File: config.mk
export PLATFORM = sky130hd
export DESIGN_NAME = instr_fetch_queue
export DESIGN_NICKNAME = d
export VERILOG_FILES = /design/src/rtl/instr_fetch_queue.sv
export SDC_FILE = /design/constraint.sdc
export NUM_CORES = 1
export LEC_CHECK = 0
export ABC_AREA = 1
export BUFFER_PORTS_ARGS = -buffer_cell sky130_fd_sc_hd__clkbuf_2
export CORE_UTILIZATION = 46
export CTS_BUF_LIST = sky130_fd_sc_hd__clkbuf_4 sky130_fd_sc_hd__clkbuf_8
export DETAILED_ROUTE_END_ITERATION = 8
export PLACE_DENSITY_LB_ADDON = 0.1
export SETUP_SLACK_MARGIN = 0.4
export SLEW_MARGIN = 20
export SYNTH_ARGS = -nofsm -noshare
export SYNTH_HDL_FRONTEND = slang
export SYNTH_SLANG_ARGS = --single-unit
File: constraint.sdc
create_clock -name clk -period 4 [get_ports clk]
set_input_delay 0.2 -clock clk [delete_from_list [all_inputs] [get_ports clk]]
set_output_delay 0.2 -clock clk [all_outputs]
set_load 0.05 [all_outputs]
File: src/rtl/instr_fetch_queue.sv
// Instruction fetch queue: issues imem reads for incoming PCs and buffers the
// returned words in order, tagged with PC and misalign flag, for decode.
`timescale 1ns/1ps
module instr_fetch_queue #(
  parameter int unsigned DEPTH = 4,
  parameter int unsigned XLEN  = 32
) (
  input  logic            clk,
  input  logic            rst,
  input  logic [XLEN-1:0] pc_in,
  input  logic            pc_valid,
  output logic            pc_ready,
  input  logic            flush,
  output logic            imem_req,
  output logic [XLEN-1:0] imem_addr,
  input  logic            imem_gnt,
  input  logic            imem_rvalid,
  input  logic [XLEN-1:0] imem_rdata,
  output logic            instr_valid,
  input  logic            instr_ready,
  output logic [XLEN-1:0] instr_out,
  output logic [XLEN-1:0] instr_pc,
  output logic            instr_misalign
);

  localparam int unsigned PW = $clog2(DEPTH);
  localparam int unsigned CW = PW + 1;

  logic [XLEN-1:0] slot_pc   [DEPTH];
  logic [XLEN-1:0] slot_data [DEPTH];
  logic [DEPTH-1:0] slot_mis;
  logic [DEPTH-1:0] slot_filled;

  logic [PW-1:0] alloc_ptr, fill_ptr, read_ptr;
  logic [CW-1:0] inflight, buffered, drop_cnt;

  logic [CW+1:0] occupancy;
  logic          credit;
  logic          owed;
  logic          fill_en, drop_en, pop;
  logic [CW-1:0] flush_drop;

  // Slots are reserved at request time, so stale responses count against credit.
  assign occupancy = {2'b00, inflight} + {2'b00, buffered} + {2'b00, drop_cnt};
  assign credit    = occupancy < (CW+2)'(DEPTH);

  assign imem_req  = pc_valid & credit & ~flush & ~rst;
  assign imem_addr = {pc_in[XLEN-1:2], 2'b00};
  assign pc_ready  = imem_req & imem_gnt;

  assign owed    = (inflight != '0) || (drop_cnt != '0);
  assign drop_en = imem_rvalid & (drop_cnt != '0);
  assign fill_en = imem_rvalid & (drop_cnt == '0) & (inflight != '0) & ~flush & ~rst;

  assign instr_valid    = buffered != '0;
  assign pop            = instr_valid & instr_ready & ~flush & ~rst;
  assign instr_out      = instr_valid ? slot_data[read_ptr] : '0;
  assign instr_pc       = instr_valid ? slot_pc[read_ptr]   : '0;
  assign instr_misalign = instr_valid ? slot_mis[read_ptr]  : 1'b0;

  // A response arriving in the flush cycle retires one owed fetch immediately.
  assign flush_drop = drop_cnt + inflight - CW'(imem_rvalid & owed);

  always_ff @(posedge clk) begin
    if (pc_ready) begin
      slot_pc[alloc_ptr]  <= pc_in;
      slot_mis[alloc_ptr] <= |pc_in[1:0];
    end
    if (fill_en) begin
      slot_data[fill_ptr] <= imem_rdata;
    end
  end

  always_ff @(posedge clk) begin
    if (rst) begin
      alloc_ptr   <= '0;
      fill_ptr    <= '0;
      read_ptr    <= '0;
      inflight    <= '0;
      buffered    <= '0;
      drop_cnt    <= '0;
      slot_filled <= '0;
    end else if (flush) begin
      alloc_ptr   <= '0;
      fill_ptr    <= '0;
      read_ptr    <= '0;
      inflight    <= '0;
      buffered    <= '0;
      drop_cnt    <= flush_drop;
      slot_filled <= '0;
    end else begin
      if (pc_ready) begin
        alloc_ptr <= alloc_ptr + PW'(1);
      end
      if (pop) begin
        read_ptr              <= read_ptr + PW'(1);
        slot_filled[read_ptr] <= 1'b0;
      end
      if (fill_en) begin
        fill_ptr              <= fill_ptr + PW'(1);
        slot_filled[fill_ptr] <= 1'b1;
      end
      inflight <= inflight + CW'(pc_ready) - CW'(fill_en);
      buffered <= buffered + CW'(fill_en) - CW'(pop);
      drop_cnt <= drop_cnt - CW'(drop_en);
    end
  end

  always_ff @(posedge clk) begin
    if (!rst) begin
      assert (!(imem_rvalid && !owed))
        else $error("imem_rvalid with no outstanding fetch");
      assert (!(pop && !slot_filled[read_ptr]))
        else $error("pop of an unfilled slot");
    end
  end

endmodule

* Yosys cells after proc, flatten, opt, wreduce, memory -nomap -nowiden
Memories as Yosys holds them, arrays and structs flattened. A register that Yosys moved wholly into a read port is not among the register bits.
Index checks and enable logic that the tools add are counted.
** Cells by class
- $add $sub $neg :: 12
- Multiply operators :: 0
- Div/mod/pow operators :: 0
- Order comparisons :: 4
- Equality and inequality tests :: 0
- Shift operators :: 0
- Muxes and demuxes :: 17
- Bitwise gates (word level) :: 15
- Reduce and logical (&&, ||, !) cells :: 8
** Operators with widths (number)
- $mux W32 :: 2
- $and A1 B1 Y1 :: 13
- $sub A3 B1 Y3 :: 4
- $reduce_bool A3 Y1 :: 3
- $mux W2 :: 4
- $mux W1 :: 7
- $add A2 B1 Y2 const B :: 3
- $add A3 B1 Y3 :: 2
- $lt A2 B3 Y1 const B :: 2
- $add A4 B3 Y5 :: 1
- $lt A5 B3 Y1 const B :: 1
- $add A3 B3 Y4 :: 1
- $bwmux W4 :: 1
- $reduce_or A2 Y1 :: 2
- $add A3 B3 Y3 :: 1
- $logic_not A3 Y1 :: 1
- $mux W3 :: 1
- $bmux W1 S2 :: 1
- $demux W1 S2 :: 1
- $ge A2 B1 Y1 const B :: 1
- $not A1 Y1 :: 2
- $logic_and A1 B1 Y1 :: 1
- $logic_or A1 B1 Y1 :: 1
** Storage, ports and cells
- Register bits :: 19
- Latch bits :: 0
- RAM bits :: 256
- ROM bits :: 0
- Input port bits :: 71
- Output and inout port bits :: 100
- Word-level logic and storage cells :: 65
- Memories kept :: 2
** Memory list
- slot_data :: words 4, width 32, rd ports 1, clocked after Yosys merged registers in 1, write ports 1, RTL line 30 : logic [XLEN-1:0] slot_data [DEPTH];
- slot_pc :: words 4, width 32, rd ports 1, clocked after Yosys merged registers in 1, write ports 1, RTL line 29 : logic [XLEN-1:0] slot_pc [DEPTH];

* Depth between registers and ports, before layout
- Depth in word-level cells :: 9
- Gate-level depth with buffers :: 15
- Gate-level depth less buffers :: 15

* Worst setup path before layout
OpenSTA, ideal clock, no wires.
- Path kind :: register to register
- Start point :: register inflight[1]
- End point :: register slot_mis[0] (enable)
- Setup time :: 0.423 ns
- Arrival :: 3.353 ns
- Required time :: 3.577 ns
- Path slack :: 0.224 ns
- Stages on the path, launching flop included :: 10
- Path buffers :: 0
- Period minus slack after synthesis :: 3.776 ns
- Cells stage by stage :: dfxtp_1 -> inv_1 -> fa_1 -> a21oi_1 -> fa_1 -> nor2_1 -> nand3_2 -> nor2_4 -> nand3_4 -> nor2_1
** On the way
- Cells in the longest elaborated chain, start to end :: 7
** RTL lines
- start, declared :: RTL line 35 : logic [CW-1:0] inflight, buffered, drop_cnt;
- start signal, assigned :: RTL line 103 : inflight <= inflight + CW'(pc_ready) - CW'(fill_en);
- $add A3 B3 Y4 :: RTL line 44 : assign occupancy = {2'b00, inflight} + {2'b00, buffered} + {2'b00, drop_cnt};
- $add A4 B3 Y5 :: RTL line 44
- $lt A5 B3 Y1 :: RTL line 45 : assign credit = occupancy < (CW+2)'(DEPTH);
- $and A1 B1 Y1 (3 in series) :: RTL line 47 : assign imem_req = pc_valid & credit & ~flush & ~rst;
- $and A1 B1 Y1 :: RTL line 49 : assign pc_ready = imem_req & imem_gnt;
- end signal, assigned by index :: RTL line 67 : slot_mis[alloc_ptr] <= |pc_in[1:0];
- end, declared :: RTL line 31 : logic [DEPTH-1:0] slot_mis;
Every way passes these cells.
A chain may end at the register's enable or synchronous reset.

* Final worst setup path
- Start point :: register inflight[1]
- End point :: register inflight[2]
** On the way
- Cells in the longest elaborated chain, start to end :: 9
- Elaborated cells between the ends (all ways) :: 13
- Classes of those cells :: add/sub: 4; order compare: 1; bitwise: 7; reduce/logical: 1
** RTL lines (RTL line)
- $add A3 B3 Y4 :: 44
- $add A4 B3 Y5 :: 44
- $lt A5 B3 Y1 :: 45
- $and A1 B1 Y1 (3 in series) :: 47
- $and A1 B1 Y1 :: 49
- $add A3 B1 Y3 :: 103
- $sub A3 B1 Y3 * :: 103
Mark *: on every way between the ends. The rest lies on a longest branch, timed or not.

==> qor.txt <==
Core Box Area = 0.02446 mm2
CTS Buf Count = 45
# setup viols final = 0
Drt wl/cell = 16.38 um
Number of synthesized flops with an enable pin = 260
Cell taking the most area after synthesis = edfxtp_1
Distinct cells, synth = 28
Detail Route Antenna Nets = 0
Hold EP = alloc_ptr[1]
R2r worst-path depth = 15
Worst Setup Start Kind = register
Vias per inst = 4.964
Synth warn = 0
Final setup skew = 0.02604 ns
Layout cells sized above 1 = 22.41%
Sum of negative setup slack = 0 ns
Flop2flop setup slack = 0.68 ns
Maxcap violations = 0
Worst-path fanout max = 7
Final WL = 25.26 mm
Run status = finished clean
Worst-path clk slew = 0.06 ns
Most common cell in the synthesized netlist = nor2_1
Initial cell density of the core = 47.05%
Area grow syn2layout = 21.89%
Max Root-Sink Buffers = 3
Register area share after synthesis = 70.80%
Hold Path Stages = 4
Max transition margin = 42.46%
Post-synth ARST share = 0%
Fillers = 2045
First DRT Iteration DRCs = 536
Synth top area cells = edfxtp_1 (68%), nor2_1 (9.1%), o21ai_0 (5.8%)
Measured slew at the worst slew-check pin = 0.8630 ns
Post-Syn Instances = 967
Num rows = 57
Postcts setup bufs = 0
Worst-Skew Late Latency = 0.55 ns
Count of input and output buffers = 168
Worst endpoint required time = 4.42 ns
Hold Crit Class = in -> reg
Post-Synthesis Cell Area = 0.01151 mm2
# H-tree levels = 2
Crit share post-route = 83.06%
Synthesis-stage register bit count = 277
Reg-to-Reg Start = inflight[1]
Cts hold-fix bufs = 66
Worst reg2reg path endpoint = inflight[2]
Gr usage total = 19.97%
Root Driver = clkbuf_8
Initial antenna violation count = 0
Gpl congestion = 0.7390
Final #Nets = 1282
Unrepaired setup endpoints after global routing = no
Multi-input gate area = 0.002766 mm2
Final core occ = 57.34%
Crit path kind = reg -> reg
Router iterations before antenna repair = 5
Power per cell area = 412.3 mW/mm2
Clock sink count = 277
Design Power = 5.784 mW
DR vias = 7654
Main synth FF type = edfxtp_1
Total die area = 0.02565 mm2
Share of the synthesized area in the top cell type = 67.84%
Syn_area_per_cell = 11.90 um2
Die Width = 160.2 um
Gr ovfl total = 0
Diodes inserted = 0
Vias in the first global route = 7532
Pins Over Slew Limit = 0
Max VDD drop = 202.0 uV
Max Clk Rate = 301.0 MHz
Top post-synthesis cells by count = nor2_1 (280), edfxtp_1 (260), o21ai_0 (133), a21oi_1 (73), inv_1 (52)
PostCTS Resize Cnt = 0
Period minus WS final = 3.322 ns
Pin count of the biggest net entering global routing = 95
First-pass GRT wire length = 39.84 mm
Crit path DAT = 3.74 ns
Leak = 5.301 nW
Worst hold path startpoint = imem_gnt
CTS tree = yes
DP Wirelength = 14.05 mm
Die height = 160.2 um
FF+latch area = 0.008153 mm2
Final hold violation count = 0
Ports = 171
Drt drc = 0
Kind of end point of the critical path = register
[area by class of cell]
type	count	share of cell area [%]
tap	324	2.890
multi-input combinational	557	19.72
clock buffer	61	5.316
clock inverter	18	0.6155
timing repair buffer	251	11.88
sequential	277	58.12
inverter	54	1.454
[sequential cells by signal (all words and copies together), names as in the netlist, named ones only]
| register | count |
|---|---|
| slot_pc | 128 |
| read_ptr | 2 |
| alloc_ptr | 2 |
| buffered | 3 |
| fill_ptr | 2 |
| drop_cnt | 3 |
| slot_mis | 4 |
| inflight | 3 |
| slot_data | 128 |
[power breakdown]
group	internal (mW)	switching (mW)
registers	3.18	0.00974
clock network	1.21	1.07
logic	0.121	0.188
[worst max-delay path by stage]
| stage | cells past startpoint | start | to | slack [ns] |
|---|---|---|---|---|
| after floorplan | 9 | inflight[1] | slot_mis[0] | 0.22 |
| after global placement | 15 | buffered[1] | inflight[2] | 0.74 |
| after detailed placement | 15 | inflight[1] | inflight[2] | 0.66 |
| after CTS | 15 | inflight[1] | inflight[2] | 0.64 |
| after global routing | 15 | inflight[1] | inflight[2] | 0.46 |
| final | 15 | inflight[1] | inflight[2] | 0.68 |
[cell usage in the layout, fill, tap and decap left out, drive strengths merged, types with 19 or more instances in the layout]
master       instances
edfxtp             260
inv                 55
o21ai              136
ha                  19
a21oi               73
dlygate4sd3         66
clkbuf             229
nor2               283
nand2               21
[kinds of logic (layout without fill, tap and decap cells)]
family	after synthesis	after routing	synth area share (%)
AOI/OAI and AO/OA	209	209	9.089
and+or+nand+nor	315	315	10.80
DFF	277	277	70.80
buffers and inverters	134	384	5.719
xor gates and xnor gates	6	6	0.4566
adders and majority gates	25	25	3.109
other	1	2	0.03258
[per-stage QoR]
| step | hold WS [ns] | setup WS [ns] | cells | area, um2 |
|---|---|---|---|---|
| after detailed placement | 0.4211 | 0.6617 | 1397 | 12530 |
| final | 0.03430 | 0.6777 | 1542 | 14030 |
| after CTS | 0.0008354 | 0.6429 | 1542 | 14030 |
| after global placement | 0.4199 | 0.7392 | 1397 | 12530 |
| after global routing | 0.05878 | 0.4599 | 1542 | 14030 |
| after floorplan | 0.2989 | 0.2242 | 968 | 11510 |
[routing by layer]
layer	GRT usage [%]	vias to the layer above	routed length (um)
met5	0	-	0
met2	32.08	203	11970
met3	4.286	42	1422
met1	27.05	3658	11370
li1	-	3751	-
met4	6.623	0	500
[worst max-delay path, stage by stage, from the launching register on]
cell	delay, ns
dfxtp_1	0.36
inv_1	0.12
fa_1	0.50
a21oi_1	0.18
fa_1	0.45
nor2_1	0.14
nand3_2	0.09
nor2_4	0.14
nand3_4	0.17
inv_1	0.13
ha_1	0.15
inv_1	0.04
fa_1	0.37
xnor2_1	0.14
o21ai_0	0.17
a21oi_1	0.05
No activity file was read; power rests on OpenSTA's default activity.
